### src/rtl/ram_sdp_stream_reader_if.sv
// Bundles the command, RAM read-port and output-stream signals of ram_sdp_stream_reader.
//   start/start_addr/count : command strobe, first address, word count (0..DEPTH)
//   busy/done              : command status; done is a 1-cycle pulse
//   ram_rden/ram_read_addr : RAM read request (combinational from the reader)
//   ram_read_data          : RAM read data, valid the cycle after ram_rden
//   out_valid/out_ready    : output stream handshake
//   out_data/out_last      : output word and end-of-command marker
// modport slave is the reader side; modport master is the command/RAM/consumer side.
interface ram_sdp_stream_reader_if #(
  parameter int unsigned WORD_WIDTH = 8,
  parameter int unsigned ADDR_WIDTH = 3
);
  logic                  start;
  logic [ADDR_WIDTH-1:0] start_addr;
  logic [ADDR_WIDTH:0]   count;
  logic                  busy;
  logic                  done;
  logic                  ram_rden;
  logic [ADDR_WIDTH-1:0] ram_read_addr;
  logic [WORD_WIDTH-1:0] ram_read_data;
  logic                  out_valid;
  logic                  out_ready;
  logic [WORD_WIDTH-1:0] out_data;
  logic                  out_last;

  modport slave (
    input  start, start_addr, count, ram_read_data, out_ready,
    output busy, done, ram_rden, ram_read_addr, out_valid, out_data, out_last
  );

  modport master (
    output start, start_addr, count, ram_read_data, out_ready,
    input  busy, done, ram_rden, ram_read_addr, out_valid, out_data, out_last
  );
endinterface

### src/rtl/ram_sdp_stream_reader.sv
// Read-side client for a simple dual-port RAM with 1-cycle registered read latency.
// A start command issues COUNT sequential reads (address wraps DEPTH-1 -> 0) and returns
// the words as a valid/ready stream through a 2-entry buffer.
// Ports:
//   clock   : single clock, posedge
//   reset_n : asynchronous active-low reset
//   bus     : ram_sdp_stream_reader_if.slave (command, RAM read port, output stream)
module ram_sdp_stream_reader #(
  parameter int unsigned WORD_WIDTH = 8,
  parameter int unsigned ADDR_WIDTH = 3,
  parameter int unsigned DEPTH      = 8
) (
  input logic                          clock,
  input logic                          reset_n,
  ram_sdp_stream_reader_if.slave       bus
);

  typedef enum logic [1:0] {StIdle, StRun, StFlush} state_e;

  localparam logic [ADDR_WIDTH-1:0] AddrLast = ADDR_WIDTH'(DEPTH - 1);
  localparam logic [ADDR_WIDTH:0]   RemOne   = (ADDR_WIDTH+1)'(1);

  state_e                         state_q, state_d;
  logic [ADDR_WIDTH-1:0]          addr_q, addr_d;
  logic [ADDR_WIDTH:0]            remaining_q, remaining_d;
  logic                           inflight_q, inflight_d;
  logic                           inflight_last_q, inflight_last_d;
  logic                           done_q, done_d;
  logic [1:0][WORD_WIDTH-1:0]     buf_data_q, buf_data_d;
  logic [1:0]                     buf_last_q, buf_last_d;
  logic                           head_q, head_d;
  logic [1:0]                     occ_q, occ_d;

  logic       pop;
  logic       issue;
  logic       tail;
  logic [1:0] fill;

  always_comb begin
    pop  = (occ_q != 2'd0) && bus.out_ready;
    // Buffer slots plus the read already in flight; never exceeds 2.
    fill = occ_q + {1'b0, inflight_q};
    issue = (state_q == StRun) && (remaining_q != '0) &&
            ((fill < 2'd2) || ((fill == 2'd2) && pop));
    // occ==2 only coincides with a capture when the head is popped the same edge.
    tail = head_q ^ occ_q[0];

    state_d         = state_q;
    addr_d          = addr_q;
    remaining_d     = remaining_q;
    inflight_d      = issue;
    inflight_last_d = issue && (remaining_q == RemOne);
    done_d          = 1'b0;
    buf_data_d      = buf_data_q;
    buf_last_d      = buf_last_q;
    head_d          = pop ? ~head_q : head_q;
    occ_d           = occ_q + {1'b0, inflight_q} - {1'b0, pop};

    if (inflight_q) begin
      buf_data_d[tail] = bus.ram_read_data;
      buf_last_d[tail] = inflight_last_q;
    end

    if (issue) begin
      addr_d      = (addr_q == AddrLast) ? '0 : addr_q + 1'b1;
      remaining_d = remaining_q - 1'b1;
    end

    unique case (state_q)
      StIdle: begin
        if (bus.start) begin
          addr_d      = bus.start_addr;
          remaining_d = bus.count;
          state_d     = (bus.count != '0) ? StRun : StFlush;
        end
      end
      StRun: begin
        if (issue && (remaining_q == RemOne)) state_d = StFlush;
      end
      StFlush: begin
        // Empty flush covers count==0, where nothing was ever issued.
        if ((pop && buf_last_q[head_q]) || ((occ_q == 2'd0) && !inflight_q)) begin
          state_d = StIdle;
          done_d  = 1'b1;
        end
      end
      default: state_d = StIdle;
    endcase
  end

  always_ff @(posedge clock or negedge reset_n) begin
    if (!reset_n) begin
      state_q         <= StIdle;
      addr_q          <= '0;
      remaining_q     <= '0;
      inflight_q      <= 1'b0;
      inflight_last_q <= 1'b0;
      done_q          <= 1'b0;
      buf_data_q      <= '0;
      buf_last_q      <= '0;
      head_q          <= 1'b0;
      occ_q           <= 2'd0;
    end else begin
      state_q         <= state_d;
      addr_q          <= addr_d;
      remaining_q     <= remaining_d;
      inflight_q      <= inflight_d;
      inflight_last_q <= inflight_last_d;
      done_q          <= done_d;
      buf_data_q      <= buf_data_d;
      buf_last_q      <= buf_last_d;
      head_q          <= head_d;
      occ_q           <= occ_d;
    end
  end

  assign bus.busy          = (state_q != StIdle);
  assign bus.done          = done_q;
  assign bus.ram_rden      = issue;
  assign bus.ram_read_addr = addr_q;
  assign bus.out_valid     = (occ_q != 2'd0);
  assign bus.out_data      = buf_data_q[head_q];
  assign bus.out_last      = (occ_q != 2'd0) && buf_last_q[head_q];

endmodule

### src/flat_wrapper.sv
// flat-port wrapper written by rule: the top's interface ports become plain ports
module ram_sdp_stream_reader_flat 
#(
  parameter int unsigned WORD_WIDTH = 8,
  parameter int unsigned ADDR_WIDTH = 3,
  parameter int unsigned DEPTH      = 8
)
  (clock, reset_n, bus_start, bus_start_addr, bus_count, bus_ram_read_data, bus_out_ready, bus_busy, bus_done, bus_ram_rden, bus_ram_read_addr, bus_out_valid, bus_out_data, bus_out_last);
  ram_sdp_stream_reader_if #(.WORD_WIDTH(WORD_WIDTH), .ADDR_WIDTH(ADDR_WIDTH)) bus_i ();
  input logic clock;
  input logic reset_n;
  input wire logic [$bits(bus_i.start)-1:0] bus_start;
  input wire logic [$bits(bus_i.start_addr)-1:0] bus_start_addr;
  input wire logic [$bits(bus_i.count)-1:0] bus_count;
  input wire logic [$bits(bus_i.ram_read_data)-1:0] bus_ram_read_data;
  input wire logic [$bits(bus_i.out_ready)-1:0] bus_out_ready;
  output wire logic [$bits(bus_i.busy)-1:0] bus_busy;
  output wire logic [$bits(bus_i.done)-1:0] bus_done;
  output wire logic [$bits(bus_i.ram_rden)-1:0] bus_ram_rden;
  output wire logic [$bits(bus_i.ram_read_addr)-1:0] bus_ram_read_addr;
  output wire logic [$bits(bus_i.out_valid)-1:0] bus_out_valid;
  output wire logic [$bits(bus_i.out_data)-1:0] bus_out_data;
  output wire logic [$bits(bus_i.out_last)-1:0] bus_out_last;
  assign bus_i.start = bus_start;
  assign bus_i.start_addr = bus_start_addr;
  assign bus_i.count = bus_count;
  assign bus_i.ram_read_data = bus_ram_read_data;
  assign bus_i.out_ready = bus_out_ready;
  assign bus_busy = bus_i.busy;
  assign bus_done = bus_i.done;
  assign bus_ram_rden = bus_i.ram_rden;
  assign bus_ram_read_addr = bus_i.ram_read_addr;
  assign bus_out_valid = bus_i.out_valid;
  assign bus_out_data = bus_i.out_data;
  assign bus_out_last = bus_i.out_last;
  ram_sdp_stream_reader #(.WORD_WIDTH(WORD_WIDTH), .ADDR_WIDTH(ADDR_WIDTH), .DEPTH(DEPTH)) u_core (.clock(clock), .reset_n(reset_n), .bus(bus_i));
endmodule
### config.mk
export PLATFORM = sky130hd
export DESIGN_NAME = ram_sdp_stream_reader_flat
export DESIGN_NICKNAME = d
export VERILOG_FILES = /design/src/rtl/ram_sdp_stream_reader_if.sv /design/src/rtl/ram_sdp_stream_reader.sv /design/src/flat_wrapper.sv
export SDC_FILE = /design/constraint.sdc
export NUM_CORES = 1
export LEC_CHECK = 0
export CORE_MARGIN = 10
export CORE_UTILIZATION = 50
export DETAILED_ROUTE_END_ITERATION = 10
export PLACE_DENSITY = 0.77
export SLEW_MARGIN = 25
export SYNTH_ARGS = -nofsm -noshare
export SYNTH_HDL_FRONTEND = slang
export SYNTH_SLANG_ARGS = --single-unit
### constraint.sdc
create_clock -name clock -period 2.5 [get_ports clock]
set_clock_uncertainty 0.2 [all_clocks]
set_input_delay 0.25 -clock clock [delete_from_list [all_inputs] [get_ports clock]]
set_output_delay 0.25 -clock clock [all_outputs]
set_load 0.1 [all_outputs]
==> qor.yml, run 1 <==
wl_per_cell_um: 15.36
final_cells: 230
insertion_delay_ns: 0.32
crit_type: "reg -> reg"
fmax_ghz: 0.4233
grt_usage: 0.1262
vias_per_cell: 5.496
yosysSeqAreaShare: 0.5144
fin_setup_tns_ns: 0
required_ns: 2.55
dp_slack_ns: 0.1307
nets: 210
antenna_found_initial: 0
placedCellCount: 219
die_y_um: 76.66
route.detailed.drc: 0
dr_total_vias: 1264
cp.arrival_ns: 2.41
first_iter_violations: 73
drive_gt1_frac: 0.2097
r2r-end: "u_core.bus.ram_read_addr[0]$_DFF_PN0_"
clockBufferDepth: 2
synth_top_area_share: 0.5144
start_util: 0.5258
ys_warn_count: 0
path_max_fanout: 9
netlist_area_um2: 1605
htree_levels: 2
row_count: 20
min-delay-path-class: "in -> async"
min_period_ns: 2.362
fin_ws_ns: 0.1378
dr.pass1.iters: 4
end_kind: "flip-flop"
yosysMostFrequentCell: "dfrtp_1"
yosysTopAreaCell: "dfrtp_1"
period_share: 0.9449
outcome: "finished clean"
io_buffers: 34
cts_inserted_buffers: 5
num_antenna_cells: 0
met2_usage: 0.2310
grt_max_degree: 34
setup_violations: 0
grt_overflow: 0
cts_tree: "yes"
drv_slew: 0
core-area_um2: 3053
synth_common_cells: "33 x dfrtp_1, 24 x mux2_1, 10 x inv_1, 10 x nor2_1, 7 x a31oi_1"
synthArstFlopShare: 1.000
synth.distinct_cells: 31
clock-sinks: 33
r2r-start: "u_core.occ_q[0]$_DFF_PN0_"
area_growth_pct: 30.94
synthTopCellsByArea: "dfrtp_1 51%, mux2_1 17%, ha_1 4.7%, a31oi_1 2.7%, inv_1 2.3%"
path_clk_slew_ns: 0.10
grt_pass1_vias: 1347
top_usage_layer: "met2"
maxCapViolCount: 0
wl_um: 3532
cp-start-kind: "flip-flop"
synth_top_flop_cell: "dfrtp_1"
root_buffer: "clkbuf_4"
synth_edf_count: 0
reg2reg_slack_ns: 0.14
hold_viol_final: 0
final_area_um2: 2102
place_area_um2: 2014
synthesis.nets: 165
grtUsageMet1: 0.1309
relSlewSlack: 0.6536
synthCells: 140
synth.avg_cell_area_um2: 11.47
grt_setup_unrepaired: "false"
dp_hpwl_um: 2715
dieArea_um2: 5877
die_width_um: 76.66
synth-seq-cells: 33
io_pins: 35
gp_routability_congestion: 0.8123
r2r_cells: 6
grt_use_met3: 0.04779
grt_pass1_wl_um: 6134
worst_pin_slew_ns: 0.5181
drtAntennaViolNets: 0
## cell families after synthesis
family                     share of synthesized area
xor gates and xnor gates                     0.02183
and+or+nand+nor                               0.1068
AOI/OAI and AO/OA                            0.08885
muxes                                         0.1886
DFF                                           0.5144
adders and majority gates                    0.04676
buffers and inverters                        0.03274
## layout make-up
type / count / area, um^2
Multi-Input combinational cell: 93 / 749.5
Sequential cell: 33 / 827.0
Fill cell: 253 / 950.9
Clock inverter: 2 / 10.01
Tap cell: 44 / 55.05
Timing Repair Buffer: 41 / 377.9
Inverter: 11 / 41.29
Clock buffer: 6 / 41.29
## stage by stage
stage	hold WS [ns]	util
finish	0.1179	0.6885
floorplan	-0.2456	-
CTS	0.1211	0.6791
detailed placement	0.2762	0.6598
global route	0.1335	0.6885
global placement	0.2658	0.6598
## worst max-delay path, stage by stage (launching register included)
cell and delay (ns):
dfrtp_2 0.44, ha_4 0.25, nand3b_1 0.18, a221o_2 0.41, buf_4 0.18, or4_1 0.46
a31oi_1 0.18
## routing by layer
layer / wire length, um / vias to the layer above / share of wire
li1: - / 591 / -
met1: 1382 / 617 / 0.39
met2: 1877 / 48 / 0.53
met3: 237 / 8 / 0.067
met4: 34 / 0 / 0.0096
met5: 0 / - / 0
## flip-flops by register name (all words and copies together) (netlist names)
name,cells
u_core.buf_data_q,16
u_core.bus.ram_read_addr,3
u_core.remaining_q,4
u_core.buf_last_q,2
u_core.bus.done,1
u_core.state_q,2
u_core.occ_q,2
u_core.inflight_last_q,1
u_core.head_q,1
u_core.inflight_q,1
## worst max-delay path by stage
stage / startpoint / slack (ns) / end
6_report: u_core.occ_q[0]$_DFF_PN0_ / 0.14 / u_core.bus.ram_read_addr[0]$_DFF_PN0_
2_1_floorplan: u_core.occ_q[0]$_DFF_PN0_ / 0.20 / bus_ram_rden
4_1_cts: u_core.occ_q[0]$_DFF_PN0_ / 0.02 / bus_ram_rden
5_1_grt: u_core.occ_q[0]$_DFF_PN0_ / 0.04 / bus_ram_rden
3_5_place_dp: u_core.occ_q[0]$_DFF_PN0_ / 0.13 / u_core.bus.ram_read_addr[0]$_DFF_PN0_
3_3_place_gp: u_core.occ_q[0]$_DFF_PN0_ / 0.21 / u_core.bus.ram_read_addr[0]$_DFF_PN0_
## what timing repair did
action                     CTS  global route
hold buffers                 0             0
buffers inserted             1             2
resized for setup            0             2
pin swaps                    1             2
setup endpoints to repair    1             2
## cell usage in the layout, fill, tap and decap left out, drive strengths merged
| cell | instances |
|---|---|
| a21oi | 1 |
| a221o | 1 |
| a221oi | 1 |
| a2bb2oi | 2 |
| a31oi | 7 |
| buf | 23 |
| clkbuf | 6 |
| clkdlybuf4s50 | 18 |
| clkinv | 2 |
| dfrtp | 33 |
| ha | 6 |
| inv | 11 |
| mux2 | 26 |
| mux2i | 1 |
| nand2 | 5 |
| nand2b | 2 |
| nand3 | 5 |
| nand3b | 1 |
| nand4b | 1 |
| nor2 | 10 |
| nor2b | 2 |
| nor3 | 4 |
| nor4 | 1 |
| o21ai | 7 |
| o22ai | 2 |
| o41ai | 1 |
| or2 | 1 |
| or3b | 1 |
| or4 | 1 |
| xnor2 | 3 |
| xor2 | 1 |
Power of run 1 is not shown: default switching activity piles up to over one toggle a cycle in this logic, so the estimate is an artifact.
==> inputs of run 2 (changes only) <==
--- a/config.mk
+++ b/config.mk
@@ -5,10 +5,12 @@
 export SDC_FILE = /design/constraint.sdc
 export NUM_CORES = 1
 export LEC_CHECK = 0
+export CELL_PAD_IN_SITES_DETAIL_PLACEMENT = 2
+export CELL_PAD_IN_SITES_GLOBAL_PLACEMENT = 2
 export CORE_MARGIN = 10
-export CORE_UTILIZATION = 50
+export CORE_UTILIZATION = 32
 export DETAILED_ROUTE_END_ITERATION = 10
-export PLACE_DENSITY = 0.77
+export PLACE_DENSITY = 0.76
 export SLEW_MARGIN = 25
 export SYNTH_ARGS = -nofsm -noshare
 export SYNTH_HDL_FRONTEND = slang
==> run 2 against run 1 <==
Against the previous run:
- routed wire length is 35% higher
- cell count is 10% higher
- global-route usage is 1.2 points lower
- first-iteration DRC count is 75% lower
- non-clock buffer count is 1 higher
- sequential cell count stayed put
- critical endpoint unchanged
- via count is 0.79% lower
- critical path depth stayed put
- core utilization is 23 points lower
==> qor.yml, run 2 (synthesis gave the netlist of run 1 again) <==
outcome: "finished clean"
reg2reg_slack_ns: 0.07  # -0.06 ns
io_pins: 35  # unchanged
final_area_um2: 2203  # +4.8%
wl_per_cell_um: 18.79  # +22%
place_area_um2: 2043  # +1.4%
drive_gt1_frac: 0.2139  # +0.004226
cts_inserted_buffers: 5  # unchanged
start_util: 0.3354  # -0.1904
min-delay-path-class: "in -> async"
ctsHoldBuffers: 0  # unchanged
grt_pass1_wl_um: 7679  # +25%
crit_slowest_cell: "or4_1"
clock-sinks: 33  # unchanged
hold_viol_final: 0  # unchanged
core-area_um2: 4786  # +57%
cts_tree: "yes"
period_share: 0.9702  # +0.02531
final_cell_mix: "32 x dfrtp_1, 24 x mux2_1, 22 x buf_4, 18 x clkdlybuf4s50_1, 10 x inv_1"
wl_um: 4773  # +35%
row_count: 25  # +25%
grt_pass1_vias: 1441  # +7.0%
largest_reg_flops: 16  # unchanged
grt_overflow: 0  # unchanged
nets: 211  # +0.48%
min_period_ns: 2.426  # +0.06327 ns
grt_max_degree: 34  # unchanged
die_y_um: 90.83  # +18%
vias_per_cell: 4.937  # -10%
grt_usage: 0.1147  # -0.01155
die_width_um: 90.83  # +18%
num_antenna_cells: 0  # unchanged
clockBufferDepth: 2  # unchanged
area_growth_pct: 37.26
antenna_found_initial: 0  # unchanged
drtAntennaViolNets: 0  # unchanged
root_buffer: "clkbuf_8"
largest-register: "u_core.buf_data_q"
cp_num_buf_inv: 1  # unchanged
dr.pass1.iters: 4  # unchanged
path_max_fanout: 4  # -5
required_ns: 2.50  # -0.05 ns
critical-path-max-stage-delay_ns: 0.48  # +0.02 ns
dieArea_um2: 8249  # +40%
drv_slew: 0  # unchanged
dr_total_vias: 1254  # -0.79%
mostFrequentLayoutCell: "dfrtp_1"
r2r-end: "u_core.bus.ram_read_addr[0]$_DFF_PN0_"
io_buffers: 34  # unchanged
r2r_cells: 6  # unchanged
fin_setup_tns_ns: 0  # unchanged
cp.arrival_ns: 2.43  # +0.02 ns
insertion_delay_ns: 0.28  # -0.04 ns
htree_levels: 2  # unchanged
fmax_ghz: 0.4123  # -2.6%
route.detailed.drc: 0  # unchanged
dp_hpwl_um: 3359  # +24%
cp_cell_sequence: "ha_4 > nand2b_1 > a221o_2 > buf_4 > or4_1 > a31oi_1"
first_iter_violations: 18  # -75%
relSlewSlack: 0.6316  # -0.02208
crit_type: "reg -> reg"
cp_top_family: "simple AND/OR/NAND/NOR gates"
r2r-start: "u_core.inflight_q$_DFF_PN0_"
setup_violations: 0  # unchanged
cp-start-kind: "flip-flop"
worst_pin_slew_ns: 0.5476  # +0.02952 ns
path_clk_slew_ns: 0.07  # -0.03 ns
maxCapViolCount: 0  # unchanged
end_kind: "flip-flop"
gp_routability_congestion: 0.7902  # -2.7%
==> run 2: cell types whose count changed in the layout (fill, tap and decap cells not counted) <==
cell       delta
buf_4         +1
bufinv_16     +1
clkbuf_4      -5
clkbuf_8      +6
clkinv_2      -2
==> run 2: final cells by class <==
class	count	area [um^2]
Multi-Input combinational cell	93	749.5
Inverter	11	41.29
Clock buffer	7	86.33
Fill cell	504	2582
Clock inverter	1	30.03
Sequential cell	33	827.0
Timing Repair Buffer	42	385.4
Tap cell	67	83.83
==> run 2: worst max path at each step <==
stage / from / end / slack, ns / depth (start not counted)
final: u_core.inflight_q$_DFF_PN0_ / u_core.bus.ram_read_addr[0]$_DFF_PN0_ / 0.07 / 6
after detailed placement: u_core.occ_q[0]$_DFF_PN0_ / u_core.bus.ram_read_addr[0]$_DFF_PN0_ / 0.09 / 5
after global routing: u_core.inflight_q$_DFF_PN0_ / u_core.bus.ram_read_addr[0]$_DFF_PN0_ / -0.02 / 6
after CTS: u_core.occ_q[0]$_DFF_PN0_ / bus_ram_rden / 0.04 / 5
after global placement: u_core.occ_q[0]$_DFF_PN0_ / u_core.bus.ram_read_addr[0]$_DFF_PN0_ / 0.19 / 5
after floorplan: u_core.occ_q[0]$_DFF_PN0_ / bus_ram_rden / 0.20 / 4
==> run 2: per-stage QoR <==
stage | util | hold slack [ns] | worst slack (ns) | cells
6_report | 0.4604 | 0.1864 | 0.07449 | 254
4_1_cts | 0.4544 | 0.1960 | 0.03824 | 252
2_1_floorplan | - | -0.2456 | 0.2013 | 140
5_1_grt | 0.4604 | 0.2167 | -0.02283 | 254
3_3_place_gp | 0.4269 | 0.2658 | 0.1930 | 242
3_5_place_dp | 0.4269 | 0.2790 | 0.08720 | 242
==> run 2: metal layers <==
| layer | part of all wire | wire length, um | global-route usage | vias up |
|---|---|---|---|---|
| met5 | 0 | 0 | 0 | - |
| met4 | 0.0073 | 35 | 0.03133 | 0 |
| met3 | 0.039 | 185 | 0.03242 | 5 |
| met2 | 0.50 | 2393 | 0.1971 | 37 |
| met1 | 0.45 | 2159 | 0.1357 | 623 |
| li1 | - | - | - | 589 |
==> run 2: repair_timing <==
item / CTS / global route
buffers inserted: 2 / 2
cloned: 0 / 0
resized for setup: 0 / 2
setup endpoints to repair: 1 / 3
pin swaps: 1 / 2
Power of run 2 is left out for the same reason.
==> inputs of run 3 (changes only) <==
--- a/config.mk
+++ b/config.mk
@@ -10,6 +10,7 @@
 export CORE_MARGIN = 10
 export CORE_UTILIZATION = 32
 export DETAILED_ROUTE_END_ITERATION = 10
+export GPL_TIMING_DRIVEN = 0
 export PLACE_DENSITY = 0.76
 export SLEW_MARGIN = 25
 export SYNTH_ARGS = -nofsm -noshare
==> run 3 against run 2 <==
Against the previous run:
- critical path depth fell by 1
- first-iteration DRC count up 67%
- setup slack got worse by 0.031 ns
- die area did not move
- sequential share of layout area down 0.55 points
- routed wire length down 4.1%
- via count up 0.48%
==> qor.yml, run 3 (synthesis gave the netlist of run 1 again) <==
gp_routability_congestion: 0.7850  # -0.66%
dp_hpwl_um: 3394  # +1.0%
hold_viol_final: 0  # unchanged
route.detailed.drc: 0  # unchanged
vias_per_cell: 5.000  # +1.3%
area_growth_pct: 39.28
row_count: 25  # unchanged
antenna_found_initial: 0  # unchanged
insertion_delay_ns: 0.29  # about the same
final_cell_mix: "32 x dfrtp_1, 24 x mux2_1, 21 x clkdlybuf4s50_1, 10 x inv_1, 9 x clkdlybuf4s15_2"
htree_levels: 2  # unchanged
first_iter_violations: 30  # +12
drtAntennaViolNets: 0  # unchanged
place_area_um2: 2054  # +0.55%
grt_max_degree: 27  # -21%
io_pins: 35  # unchanged
relSlewSlack: 0.3419  # -0.2897
cp_num_buf_inv: 1  # unchanged
clockBufferDepth: 2  # unchanged
core-area_um2: 4786  # unchanged
multi_input_area_um2: 753.2  # +0.50%
largest_reg_flops: 16  # unchanged
cp_cell_sequence: "ha_1 > nand3b_1 > a221o_2 > nor2_4 > buf_12"
crit_slowest_cell: "a221o_2"
grt_pass1_wl_um: 7755  # +0.99%
final_area_um2: 2236  # +1.5%
nFillCells: 498  # -1.2%
wl_um: 4575  # -4.1%
crit_type: "reg -> out"
dr.pass1.iters: 4  # unchanged
die_y_um: 90.83  # unchanged
drive_gt1_frac: 0.1730  # -0.04093
wl_per_cell_um: 18.15  # -3.4%
path_max_fanout: 5  # +1
grt_usage: 0.1150  # +0.0003614
end_kind: "output port"
cts_inserted_buffers: 5  # unchanged
outcome: "finished clean"
critical-path-max-stage-delay_ns: 0.45  # -0.03 ns
period_share: 0.9825  # +0.01231
grt_pass1_vias: 1484  # +3.0%
grt_setup_unrepaired: "true"
maxCapViolCount: 0  # unchanged
drv_slew: 0  # unchanged
nets: 209  # -0.95%
worst_pin_slew_ns: 0.9841  # +0.4365 ns
clock-sinks: 33  # unchanged
root_buffer: "clkbuf_8"
cp.arrival_ns: 2.01  # -0.42 ns
start_util: 0.3354  # unchanged
die_width_um: 90.83  # unchanged
dieArea_um2: 8249  # unchanged
min_period_ns: 2.456  # +0.03078 ns
io_buffers: 34  # unchanged
largest-register: "u_core.buf_data_q"
num_antenna_cells: 0  # unchanged
cp-start-kind: "flip-flop"
grt_overflow: 0  # unchanged
cts_tree: "yes"
seqCellArea_um2: 827.0  # unchanged
setup_violations: 0  # unchanged
mostFrequentLayoutCell: "dfrtp_1"
required_ns: 2.05  # -0.45 ns
cp_top_family: "compound AO/OA/AOI/OAI gates"
min-delay-path-class: "in -> async"
path_clk_slew_ns: 0.06  # about the same
fmax_ghz: 0.4071  # -1.3%
dr_total_vias: 1260  # +0.48%
-- run 3: timing repair --
action / in CTS / in global routing
endpoints found under the hold margin: 33 / 0
gates resized for setup: 37 / 5
cloned: 0 / 0
setup endpoints to repair: 10 / 9
hold buffers: 1 / 0
pin swaps: 3 / 1
setup buffers: 0 / 2
-- run 3: layer usage --
| layer | share of wire | GRT usage |
|---|---|---|
| met1 | 0.44 | 0.1305 |
| met2 | 0.50 | 0.1941 |
| met3 | 0.059 | 0.04738 |
| met4 | 0 | 0.03133 |
| met5 | 0 | 0 |
-- run 3: final timing paths --
path | from | endpoint | slack, ns | depth (start not counted)
max in group asynchronous | reset_n | u_core.buf_data_q[4]$_DFFE_PN0P_ | 1.53 | 3
hold reg to reg | u_core.buf_data_q[0]$_DFFE_PN0P_ | u_core.buf_data_q[0]$_DFFE_PN0P_ | 0.29 | 1
setup / recovery | u_core.occ_q[0]$_DFF_PN0_ | bus_ram_rden | 0.04 | 5
hold / removal | reset_n | u_core.occ_q[1]$_DFF_PN0_ | 0.17 | 2
min in group clock | u_core.buf_data_q[0]$_DFFE_PN0P_ | u_core.buf_data_q[0]$_DFFE_PN0P_ | 0.29 | 1
setup reg to reg | u_core.occ_q[0]$_DFF_PN0_ | u_core.bus.ram_read_addr[1]$_DFF_PN0_ | 0.13 | 7
-- run 3: area by class of cell --
type / instances / share of cell area
Clock buffer: 7 / 0.03861
Clock inverter: 1 / 0.01343
Multi-Input combinational cell: 93 / 0.3369
Tap cell: 67 / 0.03749
Timing Repair Buffer: 38 / 0.1819
Sequential cell: 33 / 0.3699
Buffer: 2 / 0.003358
Inverter: 11 / 0.01847
-- run 3: stage by stage --
stage	util	setup TNS (ns)	setup slack, ns	std cells	hold slack (ns)
after floorplan	-	0	0.2013	140	-0.2456
after global placement	0.4261	-2.585	-0.6487	241	0.2582
after detailed placement	0.4293	-2.702	-0.6853	242	-0.07209
after CTS	0.4604	-0.01810	-0.01810	250	0.1732
after global routing	0.4672	-0.05638	-0.05638	252	0.1795
final	0.4672	0	0.04370	252	0.1651
Power of run 3 is left out for the same reason.
